**config.mk**
```make
export PLATFORM = sky130hd
export DESIGN_NAME = scan_mux_reg
export DESIGN_NICKNAME = d
export VERILOG_FILES = /design/src/rtl/scan_mux_reg.sv
export SDC_FILE = /design/constraint.sdc
export NUM_CORES = 1
export LEC_CHECK = 0
export BUFFER_PORTS_ARGS = -buffer_cell sky130_fd_sc_hd__buf_2
export CORE_MARGIN = 2
export CORE_UTILIZATION = 40
export DETAILED_ROUTE_END_ITERATION = 12
export HOLD_SLACK_MARGIN = 0.12
export PLACE_DENSITY = 0.75
export SLEW_MARGIN = 20
export SYNTH_ARGS = -nofsm -noshare
export SYNTH_HDL_FRONTEND = slang
export SYNTH_SLANG_ARGS = --single-unit
```
**constraint.sdc**
```tcl
create_clock -name clk -period 1.7 [get_ports clk]
set_input_delay 0.085 -clock clk [delete_from_list [all_inputs] [get_ports clk]]
set_output_delay 0.085 -clock clk [all_outputs]
set_load 0.05 [all_outputs]
```
**src/rtl/scan_mux_reg.sv**
```systemverilog
// Purpose : registered NCH:1 WIDTH-bit mux with manual select or auto-scan, tagging each sample with its channel.
// Latency : one cycle from din to dout/out_ch; a select change applies to the capture after the one it coincides with.
// Backpressure: valid/ready; the sample holds while out_valid=1 and out_ready=0, and the scan does not advance while stalled.
//
// Ports:
//   clk, rst          rising-edge clock, synchronous active-high reset
//   en                capture enable (a held sample still drains when en=0)
//   mode              0 = manual select, 1 = auto-scan
//   sel_in, sel_load  manual select value and its load strobe
//   dwell             auto-scan: accepted samples per channel, minus 1
//   din               channel k at din[k*WIDTH +: WIDTH]
//   out_ready         downstream ready
//   out_valid, dout,  registered sample and its channel tag
//   out_ch
//   sel_cur           current select register
//   sel_err           one-cycle pulse when an out-of-range sel_in load is rejected
//
// SELW must be at least clog2(NCH).
module scan_mux_reg #(
  parameter int WIDTH  = 8,
  parameter int NCH    = 4,
  parameter int SELW   = 2,
  parameter int DWELLW = 4
) (
  input  logic                   clk,
  input  logic                   rst,
  input  logic                   en,
  input  logic                   mode,
  input  logic [SELW-1:0]        sel_in,
  input  logic                   sel_load,
  input  logic [DWELLW-1:0]      dwell,
  input  logic [NCH*WIDTH-1:0]   din,
  input  logic                   out_ready,
  output logic                   out_valid,
  output logic [WIDTH-1:0]       dout,
  output logic [SELW-1:0]        out_ch,
  output logic [SELW-1:0]        sel_cur,
  output logic                   sel_err
);

  logic              out_valid_q, out_valid_d;
  logic [WIDTH-1:0]  dout_q,      dout_d;
  logic [SELW-1:0]   out_ch_q,    out_ch_d;
  logic [SELW-1:0]   sel_q,       sel_d;
  logic              sel_err_q,   sel_err_d;
  logic [DWELLW-1:0] cnt_q,       cnt_d;
  logic              mode_q,      mode_d;

  logic              cap;
  logic              sel_in_ok;
  logic              sel_last;
  logic [DWELLW-1:0] cnt_base;
  logic [WIDTH-1:0]  din_sel;

  // Channel slice at the current select; an out-of-range select yields zero.
  always_comb begin
    din_sel = '0;
    for (int k = 0; k < NCH; k++) begin
      if (int'(sel_q) == k) din_sel = din[k*WIDTH +: WIDTH];
    end
  end

  // Output register: capture when the slot is empty or being drained this cycle.
  always_comb begin
    cap         = en & (~out_valid_q | out_ready);
    out_valid_d = out_valid_q;
    dout_d      = dout_q;
    out_ch_d    = out_ch_q;
    if (cap) begin
      dout_d      = din_sel;
      out_ch_d    = sel_q;
      out_valid_d = 1'b1;
    end else if (out_valid_q & out_ready) begin
      out_valid_d = 1'b0;
    end
  end

  // Select register and dwell counter.
  always_comb begin
    sel_in_ok = int'(sel_in) < NCH;
    sel_last  = int'(sel_q) >= NCH - 1;
    // A mode change restarts the dwell count; the sample accepted in that
    // same cycle is counted from zero, so the first channel gets a full dwell.
    cnt_base  = (mode != mode_q) ? '0 : cnt_q;
    sel_d     = sel_q;
    cnt_d     = cnt_q;
    mode_d    = mode;
    sel_err_d = ~mode & sel_load & ~sel_in_ok;
    if (!mode) begin
      cnt_d = '0;
      if (sel_load && sel_in_ok) sel_d = sel_in;
    end else if (cap) begin
      if (cnt_base == dwell) begin
        cnt_d = '0;
        sel_d = sel_last ? '0 : sel_q + SELW'(1);
      end else begin
        cnt_d = cnt_base + DWELLW'(1);
      end
    end else begin
      cnt_d = cnt_base;
    end
  end

  always_ff @(posedge clk) begin
    if (rst) begin
      out_valid_q <= 1'b0;
      dout_q      <= '0;
      out_ch_q    <= '0;
      sel_q       <= '0;
      sel_err_q   <= 1'b0;
      cnt_q       <= '0;
      mode_q      <= 1'b0;
    end else begin
      out_valid_q <= out_valid_d;
      dout_q      <= dout_d;
      out_ch_q    <= out_ch_d;
      sel_q       <= sel_d;
      sel_err_q   <= sel_err_d;
      cnt_q       <= cnt_d;
      mode_q      <= mode_d;
    end
  end

  assign out_valid = out_valid_q;
  assign dout      = dout_q;
  assign out_ch    = out_ch_q;
  assign sel_cur   = sel_q;
  assign sel_err   = sel_err_q;

endmodule

```
==> results by group, run 1 <==
STA
  • Least-Margin Pin Slew: 531 ps
  • Setup TNS: 0 ps
  • Worst slew margin: around 65%
  • Setup violations, final: 0
  • Final hold slack: ~130 ps
  • Final period utilization: 96.0%
  • Pins Over Slew Limit: 0
  • Final setup margin: approximately 68 ps
  • Fin. Hold Viols: 0
  • Fmax: around 610 MHz
  • Worst Skew: between 9 and 10 ps
  • Final min period: 1630 ps

Critical path
  • CP Launch Point: out_valid$_SDFFE_PP0P_
  • Reg2reg path depth: 5
  • Worst Setup End Kind: flip-flop
  • Flop-to-flop setup slack: between 60 and 70 ps
  • Critical Path Fanout Max: 3
  • Reg2reg start: out_valid$_SDFFE_PP0P_
  • Critical path arrival: 1830 ps
  • Kind of critical path: reg -> reg
  • Worst endpoint required time: between 1500 and 2000 ps
  • CP startpoint kind: flip-flop
  • Reg2reg end: sel_cur[1]$_SDFFE_PP0P_

Clocking
  • Cell chosen for the clock root: clkbuf_4
  • # Post-CTS Setup Buffers: 0
  • Total CTS buffers: 3
  • Clock Tree Buf Depth: 2
  • CTS tree: done
  • Worst-skew pair later-pin latency: between 200 and 300 ps
  • CTS sink count: 18
  • H-tree Lvls: 1
  • Clock-pin slew on the worst setup and hold paths: around 100 ps

Floorplanning
  • Initial Util: 41.6%
  • Top-level I/O count: 58
  • Die area: approximately 3300 um^2
  • Core ar.: roughly 2700 um^2
  • Die Span Y: 57.3 um
  • Die W: approximately 57 um
  • Cell row count: 19

Routing
  • Antenna Violating Nets Remaining: 0
  • Via-to-Cell Ratio: slightly above 5
  • Pre-Repair DR Iteration Count: 4
  • Wirelength per Cell: ~12 um
  • Routed wire length: between 2 and 3 mm
  • Drt initial violations: 27
  • # DRC: 0
  • Via count: ~1100

Final layout
  • Final non-filler cell total: roughly 220
  • Ratio of cells with drive above 1 in the final layout: between 40% and 50%
  • Most frequent cells in the layout: 56 x buf_2, 22 x nor2_1, 15 x dfxtp_1
  • Final Util: 56.0%
  • Area growth syn-to-layout: 34.5%
  • Diode count: 0
  • Nets@finish: between 200 and 250
  • Commonest non-fill, non-tap cell in the layout: buf_2
  • Finished Cell Area: between 1500 and 2000 um^2
  • Fill count: ~250

Placement
  • Place WS: 67.3 ps
  • GPL Wtd Cong: between 0.8 and 0.9
  • Placement Cell Area: ~1500 um^2
  • HPWL after detailed placement: 2.18 mm
  • Placed cell count: about 220
  • PortBufs: 56

Flow run
  • Max cap viols: 0

Yosys
  • Yosys cell types: 33
  • Avg Inst Size Synth: ~8.4 um^2
  • Warnings, synthesis: 0
  • Ys flop type: dfxtp_1
  • Post-synth EDFFs: 0
  • Area share of the largest cell type after synthesis: between 30% and 40%
  • Post-synth ARST share: 0%
  • Syn nets: around 190
  • Post-synth design cell area: roughly 1100 um^2
  • Post-Syn Instances: 136
  • Largest cells by area after synthesis: dfxtp_1 32%, nor2_1 7.3%, nor2b_1 6.6%
  • Sequential fraction of the synthesis area: 31.7%
  • Seq cells post-synth: 18
  • Synth area leader: dfxtp_1

Global route
  • Largest net degree at the start of global routing: 23
  • GRT overflow: 0
  • First-pass GRT wire length: roughly 4.6 mm
  • Total Routing Usage GR: roughly 17%
  • Vias in the first global route: between 1000 and 1500
  • Initial antenna violation count: 0

Power
  • Tot Pwr: 1.07 mW
  • Lkg Pwr: approximately 0.7 nW
  • IR Drop Worst-Case VDD: roughly 0.42 mV
  • PD cells: roughly 700 nW/um^2

Hold path
  • Hold Crit Depth: 4
  • HP Start: out_ready
  • Hold crit path type: in -> reg
  • WHS Endpoint: out_valid$_SDFFE_PP0P_

Status
  • Outcome: finished clean
==> state kept, by name, summed over array words and instances (netlist names) <==
name and cells:
out_valid 1, dout 8, cnt_q 4, mode_q 1
out_ch 2, sel_cur 2
==> worst max-delay path: stages (launching register included) <==
cell	delay [ps]
dfxtp_2	330
nor2b_1	150
a2111oi_1	460
o211a_1	240
nand2_1	110
a221oi_2	270
==> where the power goes <==
part	internal [mW]	leakage, nW	switching, mW
sequential	0.449	0.150	0.0200
combinational	0.158	0.537	0.232
clock	0.0910	0.0150	0.118
total	0.698	0.702	0.371
==> routing by layer <==
layer	vias up	GRT usage, %	share of wire (%)
li1	600	-	-
met1	481	22.2	46
met2	41	29.7	47
met3	2	2.27	6.2
met4	0	4.98	0.46
met5	-	0	0
==> kinds of logic (layout without fill, tap and decap cells) <==
family / Yosys count / after routing / share of synthesized area, %
adder cells (fa/ha/maj): 5 / 5 / 5.50
buffers and inverters: 14 / 69 / 5.72
AND/OR/NAND/NOR: 52 / 52 / 22.7
XOR/XNOR: 6 / 6 / 5.28
multiplexers: 4 / 4 / 3.52
other: 1 / 1 / 0.330
AO/OA/AOI/OAI: 36 / 36 / 25.3
flip-flops: 18 / 18 / 31.7
==> worst max-delay path by stage <==
| stage | end | cells past startpoint |
|---|---|---|
| after detailed placement | dout[2]$_SDFFE_PP0P_ | 7 |
| after global placement | dout[0]$_SDFFE_PP0P_ | 7 |
| after CTS | dout[2]$_SDFFE_PP0P_ | 7 |
| after global routing | dout[0]$_SDFFE_PP0P_ | 7 |
| after floorplan | dout[0]$_SDFFE_PP0P_ | 8 |
| final | sel_cur[1]$_SDFFE_PP0P_ | 5 |
==> cell usage after synthesis, types with 2 or more instances <==
cell      number
clkbuf_1       6
a221oi_1       7
a221oi_2       2
xnor2_1        4
nor3_1         9
nor2_1        22
o21ai_0        2
inv_1          5
o211a_1        2
a21oi_1        9
dfxtp_1       18
nor2b_1       12
ha_1           5
mux2i_1        4
nand2_1        5
a211oi_1       7
==> area by class of cell <==
| type | instances | area [um^2] | area share [%] |
|---|---|---|---|
| clock buffer | 4 | 26.3 | 1.72 |
| inverter | 5 | 18.8 | 1.23 |
| multi-input combinational | 104 | 752 | 49.1 |
| sequential | 18 | 369 | 24.1 |
| tap | 31 | 38.8 | 2.53 |
| timing repair buffer | 60 | 325 | 21.3 |
==> repair_timing <==
action,4_1_cts,5_1_grt
resized for setup,0,9
endpoints found under the setup margin,0,7
hold endpoints to repair,1,0
hold buffers,1,0
Note: power is estimated with default switching activity, not from simulation.
==> inputs of run 2 (changes only) <==
--- a/config.mk
+++ b/config.mk
@@ -8,6 +8,7 @@
 export BUFFER_PORTS_ARGS = -buffer_cell sky130_fd_sc_hd__buf_2
 export CORE_MARGIN = 2
 export CORE_UTILIZATION = 40
+export CTS_BUF_LIST = sky130_fd_sc_hd__clkbuf_4 sky130_fd_sc_hd__clkbuf_8 sky130_fd_sc_hd__clkbuf_16
 export DETAILED_ROUTE_END_ITERATION = 12
 export HOLD_SLACK_MARGIN = 0.12
 export PLACE_DENSITY = 0.75
==> results by group, run 2 (synthesized netlist as in run 1, its figures left out) <==
Clocking
  • # Post-CTS Setup Buffers: 0 (unchanged)
  • Total CTS buffers: 3 (unchanged)
  • Clock Tree Buf Depth: 2 (unchanged)
  • CTS tree: done
  • Cell chosen for the clock root: clkbuf_4
  • CTS sink count: 18 (unchanged)
  • Clock-pin slew on the worst setup and hold paths: 100 ps (about the same)
  • Worst-skew pair later-pin latency: 300 ps (+20 ps)
  • H-tree Lvls: 1 (unchanged)

Floorplanning
  • Top-level I/O count: 58 (unchanged)
  • Cell row count: 19 (unchanged)
  • Die Span Y: 57.3 um (unchanged)
  • Initial Util: 41.6% (unchanged)
  • Die W: 57.3 um (unchanged)
  • Core ar.: 2730 um^2 (unchanged)
  • Die area: 3290 um^2 (unchanged)

STA
  • Final min period: 1620 ps (-7.98 ps)
  • Setup violations, final: 0 (unchanged)
  • Fin. Hold Viols: 0 (unchanged)
  • Worst Skew: 12.6 ps (+3.46 ps)
  • Fmax: 616 MHz (+0.49%)
  • Least-Margin Pin Slew: 530 ps (-0.598 ps)
  • Final period utilization: 95.5% (-0.47 points)
  • Worst slew margin: 64.7% (about the same)
  • Final setup margin: 76.5 ps (+7.98 ps)
  • Final hold slack: 140 ps (+14.6 ps)
  • Pins Over Slew Limit: 0 (unchanged)

Power
  • IR Drop Worst-Case VDD: 0.433 mV (+3.0%)
  • Lkg Pwr: 0.714 nW (+1.7%)
  • Tot Pwr: 1.10 mW (+2.7%)
  • PD cells: 706 nW/um^2 (+1.1%)

Critical path
  • Kind of critical path: reg -> reg
  • Critical path arrival: 1830 ps (about the same)
  • CP peak stage delay: 460 ps (about the same)
  • Critical Path Fanout Max: 3 (unchanged)
  • CP bufs+invs: 0 (unchanged)
  • Worst endpoint required time: 1910 ps (about the same)
  • Crit path max-delay family: compound AO/OA/AOI/OAI gates
  • Worst-path cell chain: nor2b_1 > a2111oi_1 > o211a_1 > nand2_1 > a221oi_2
  • Slowest CP cell: a2111oi_1
  • Worst Setup End Kind: flip-flop
  • CP startpoint kind: flip-flop

Routing
  • Wirelength per Cell: 11.8 um (+0.67%)
  • Antenna Violating Nets Remaining: 0 (unchanged)
  • Drt initial violations: 30 (+11%)
  • Via-to-Cell Ratio: 5.08 (+0.43%)
  • Routed wire length: 2.65 mm (+1.6%)
  • # DRC: 0 (unchanged)
  • Via count: 1139 (+1.3%)
  • Pre-Repair DR Iteration Count: 4 (unchanged)

Placement
  • HPWL after detailed placement: 2.18 mm (unchanged)
  • Place WS: 67.3 ps (unchanged)
  • Placed cell count: 217 (unchanged)
  • GPL Wtd Cong: 0.819 (unchanged)
  • PortBufs: 56 (unchanged)

Final layout
  • Final non-filler cell total: 224 (+0.90%)
  • Max reg flops: 8 (unchanged)
  • Commonest non-fill, non-tap cell in the layout: buf_2
  • Final Util: 56.8% (+0.87 points)
  • Nets@finish: 243 (+0.83%)
  • Ratio of cells with drive above 1 in the final layout: 42.0% (+0.084 points)
  • Area growth syn-to-layout: 36.6%
  • Most frequent cells in the layout: 56 x buf_2, 22 x nor2_1, 15 x dfxtp_1
  • Diode count: 0 (unchanged)

Global route
  • Initial antenna violation count: 0 (unchanged)
  • Vias in the first global route: 1123 (+0.63%)
  • Total Routing Usage GR: 17.6% (+0.52 points)
  • First-pass GRT wire length: 4.66 mm (+1.5%)
  • Largest net degree at the start of global routing: 23 (unchanged)
  • GRT overflow: 0 (unchanged)

Status
  • Outcome: finished clean

Hold path
  • Hold crit path type: in -> reg

Flow run
  • Max cap viols: 0 (unchanged)
==> run 2: changes by cell type in the layout (fill, tap and decap cells not counted) <==
cell | previous run | this run
clkbuf_1 | 1 | 0
clkbuf_4 | 3 | 4
dlygate4sd3_1 | 1 | 3
==> run 2: where the power goes <==
group          internal (mW)  leakage [nW]  total (mW)  switching [mW]
Combinational          0.162         0.546       0.395           0.233
Sequential             0.449         0.150       0.469          0.0202
Clock                  0.107        0.0184       0.233           0.126
Total                  0.718         0.714        1.10           0.379
==> run 2: worst register-to-register path, stage by stage (launching register included) <==
cell and delay [ps]:
dfxtp_2 330, nor2b_1 150, a2111oi_1 460, o211a_1 240, nand2_1 100, a221oi_2 270
==> run 2: cell type report <==
class	instances	area [um^2]
inverter	5	18.8
tap	31	38.8
multi-input combinational	104	752
fill	250	1180
timing repair buffer	62	345
sequential	18	369
clock buffer	4	30.0
==> run 2: worst paths after layout <==
kind | depth (start not counted) | startpoint | to | slack (ps)
max | 5 | out_valid$_SDFFE_PP0P_ | sel_cur[1]$_SDFFE_PP0P_ | 80
min | 3 | din[31] | dout[7]$_SDFFE_PP0P_ | 140
max reg2reg | 5 | out_valid$_SDFFE_PP0P_ | sel_cur[1]$_SDFFE_PP0P_ | 80
min reg2reg | 2 | dout[2]$_SDFFE_PP0P_ | dout[2]$_SDFFE_PP0P_ | 500
==> run 2: timing repair <==
| action | in CTS | in global routing |
|---|---|---|
| endpoints found under the setup margin | 0 | 7 |
| gates resized for setup | 0 | 9 |
| endpoints found under the hold margin | 3 | 0 |
| hold buffers | 3 | 0 |
==> run 2: per-layer routing <==
metal  global-route usage, %  wire length [um]
met5                       0                 0
met4                    6.98                34
met3                    2.27               160
met2                    30.5              1240
met1                    22.2              1210
==> run 2: metrics by stage <==
| stage | setup TNS (ps) | cell area (um^2) |
|---|---|---|
| 2_1_floorplan | 0 | 1150 |
| 3_3_place_gp | 0 | 1460 |
| 3_5_place_dp | 0 | 1460 |
| 4_1_cts | 0 | 1520 |
| 5_1_grt | -11.7 | 1550 |
| 6_report | 0 | 1550 |
==> inputs of run 3 (changes only) <==
--- a/config.mk
+++ b/config.mk
@@ -7,12 +7,11 @@
 export LEC_CHECK = 0
 export BUFFER_PORTS_ARGS = -buffer_cell sky130_fd_sc_hd__buf_2
 export CORE_MARGIN = 2
-export CORE_UTILIZATION = 40
+export CORE_UTILIZATION = 48
 export CTS_BUF_LIST = sky130_fd_sc_hd__clkbuf_4 sky130_fd_sc_hd__clkbuf_8 sky130_fd_sc_hd__clkbuf_16
 export DETAILED_ROUTE_END_ITERATION = 12
 export HOLD_SLACK_MARGIN = 0.12
-export PLACE_DENSITY = 0.75
-export SLEW_MARGIN = 20
+export PLACE_DENSITY = 0.84
 export SYNTH_ARGS = -nofsm -noshare
 export SYNTH_HDL_FRONTEND = slang
 export SYNTH_SLANG_ARGS = --single-unit
==> constraint.sdc (replaced) <==
create_clock -name clk -period 2.02 [get_ports clk]
set_input_delay 0.101 -clock clk [delete_from_list [all_inputs] [get_ports clk]]
set_output_delay 0.101 -clock clk [all_outputs]
set_load 0.05 [all_outputs]
==> results by group, run 3 (synthesized netlist as in run 1, its figures left out) <==
Status
  • Outcome: finished clean

Final layout
  • Most frequent cells in the layout: 56 x buf_2, 22 x nor2_1, 17 x dfxtp_1
  • Multi-input logic area: 714 um^2 (-5.0%)
  • Finished Cell Area: 1480 um^2 (-4.7%)
  • Commonest non-fill, non-tap cell in the layout: buf_2
  • Area growth syn-to-layout: 30.3%
  • Fill count: 187 (-25%)
  • Reg area: 362 um^2 (-2.0%)
  • Diode count: 0 (unchanged)
  • Ratio of cells with drive above 1 in the final layout: 36.6% (-5.3 points)
  • Nets@finish: 241 (-0.82%)
  • Max reg flops: 8 (unchanged)

STA
  • Fin. Hold Viols: 0 (unchanged)
  • RSZ-0062 raised after global routing: no
  • Final min period: 1730 ps (+103 ps)
  • Worst Skew: 1.73 ps (-10.9 ps)
  • Setup violations, final: 0 (unchanged)
  • Setup TNS: 0 ps (unchanged)
  • Worst slew margin: 65.3% (+0.63 points)
  • Least-Margin Pin Slew: 521 ps (-9.46 ps)
  • Final period utilization: 85.5% (-10 points)
  • Pins Over Slew Limit: 0 (unchanged)
  • Final setup margin: 294 ps (+217 ps)
  • Fmax: 579 MHz (-5.9%)
  • Final hold slack: 148 ps (+8.16 ps)

Critical path
  • Worst Setup End Kind: flip-flop
  • CP startpoint kind: flip-flop
  • Critical path arrival: 1900 ps (+70 ps)
  • Critical Path Fanout Max: 7 (+4)
  • Reg2reg start: sel_cur[0]$_SDFFE_PP0P_
  • Worst-path cell chain: inv_1 > ha_1 > nor2b_2 > a221oi_1 > nor3_1 > a21oi_1 > a211oi_1
  • Slowest CP cell: dfxtp_1
  • CP peak stage delay: 450 ps (about the same)
  • Worst endpoint required time: 2200 ps (+290 ps)
  • Kind of critical path: reg -> reg
  • Flop-to-flop setup slack: 290 ps (+220 ps)
  • CP Launch Point: sel_cur[0]$_SDFFE_PP0P_

Flow run
  • Max cap viols: 0 (unchanged)

Routing
  • Via-to-Cell Ratio: 5.30 (+4.3%)
  • Met2 Wirelength: 1.29 mm (+3.9%)
  • Drt initial violations: 16 (-47%)
  • Met3 routed WL: 149 um (-6.9%)
  • Antenna Violating Nets Remaining: 0 (unchanged)
  • Pre-Repair DR Iteration Count: 4 (unchanged)
  • Wirelength per Cell: 12.3 um (+4.3%)
  • # DRC: 0 (unchanged)
  • Met1 wire length: 1.21 mm (about the same)
  • Max Used Layer: met4
  • Via count: 1161 (+1.9%)
  • Routed wire length: 2.70 mm (+2.0%)

Floorplanning
  • Cell row count: 17 (-2)
  • Initial Util: 50.9% (+9.3 points)
  • Core ar.: 2230 um^2 (-18%)
  • Die W: 52.7 um (-8.1%)
  • Top-level I/O count: 58 (unchanged)
  • Die area: 2770 um^2 (-16%)
  • Die Span Y: 52.7 um (-8.1%)

Clocking
  • Total CTS buffers: 3 (unchanged)
  • CTS tree: done
  • # Post-CTS Setup Buffers: 0 (unchanged)
  • Clock Tree Buf Depth: 2 (unchanged)
  • CTS sink count: 18 (unchanged)
  • Clock-pin slew on the worst setup and hold paths: 100 ps (about the same)
  • Cell chosen for the clock root: clkbuf_4
  • Worst-skew pair later-pin latency: 290 ps (about the same)
  • H-tree Lvls: 1 (unchanged)

Placement
  • HPWL after detailed placement: 2.16 mm (-0.76%)
  • PortBufs: 56 (unchanged)
  • Placement Cell Area: 1420 um^2 (-2.3%)
  • Place WS: 212 ps (+145 ps)
  • GPL Wtd Cong: 0.804 (-1.9%)

Global route
  • Total Routing Usage GR: 19.8% (+2.2 points)
  • Largest net degree at the start of global routing: 23 (unchanged)
  • GRT overflow: 0 (unchanged)
  • First-pass GRT wire length: 4.15 mm (-11%)
  • Initial antenna violation count: 0 (unchanged)
  • Vias in the first global route: 1037 (-7.7%)

Hold path
  • Hold crit path type: in -> reg
  • HP Start: din[27]

Power
  • Lkg Pwr: 0.694 nW (-2.7%)
  • PD cells: 625 nW/um^2 (-11%)
  • Tot Pwr: 0.926 mW (-16%)
  • IR Drop Worst-Case VDD: 0.346 mV (-20%)
run 3: cell count changes in the layout (fill, tap and decap cells not counted), moves of 2 or more:
cell / change
a221oi_1: +4
dfxtp_1: +2
ha_2: -3
a221oi_2: -4
dfxtp_4: -2
ha_1: +3
run 3: through the flow:
stage | util, % | instances
floorplan | - | 136
global placement | 63.7 | 213
detailed placement | 63.7 | 213
CTS | 66.2 | 219
global route | 66.3 | 219
finish | 66.3 | 219
run 3: final timing paths:
| check | endpoint | cells past startpoint |
|---|---|---|
| max | dout[7]$_SDFFE_PP0P_ | 7 |
| min | dout[3]$_SDFFE_PP0P_ | 3 |
| max reg2reg | dout[7]$_SDFFE_PP0P_ | 7 |
| min reg2reg | out_ch[1]$_SDFFE_PP0P_ | 2 |
run 3: critical path, delay by kind of cell, from the launching register on:
family                   cells  cell delay [ps]
buffers and inverters        1              110
flip-flops                   1              450
AND/OR/NAND/NOR              2              290
AO/OA/AOI/OAI                3              530
adder cells (fa/ha/maj)      1              220
run 3: power breakdown:
group	switching (mW)	internal, mW
Combinational	0.191	0.120
Sequential	0.0163	0.378
Clock	0.110	0.110
run 3: layer usage:
layer | GRT usage [%] | vias up
met3 | 2.29 | 6
met1 | 24.3 | 512
met4 | 7.26 | 0
met2 | 35.0 | 44
li1 | - | 599
met5 | 0 | -
run 3: final cells by class:
class                   instances  share of cell area [%]
clock buffers                   4                    2.45
flip-flops and latches         18                    24.4
multi-input cells             104                    48.2
well taps                      28                    2.36
repair buffers                 60                    21.3
inverters                       5                    1.27
run 3: what timing repair did:
item | 4_1_cts | 5_1_grt
setup endpoints to repair | 0 | 2
hold buffers | 2 | 0
hold endpoints to repair | 1 | 0
gates resized for setup | 0 | 1
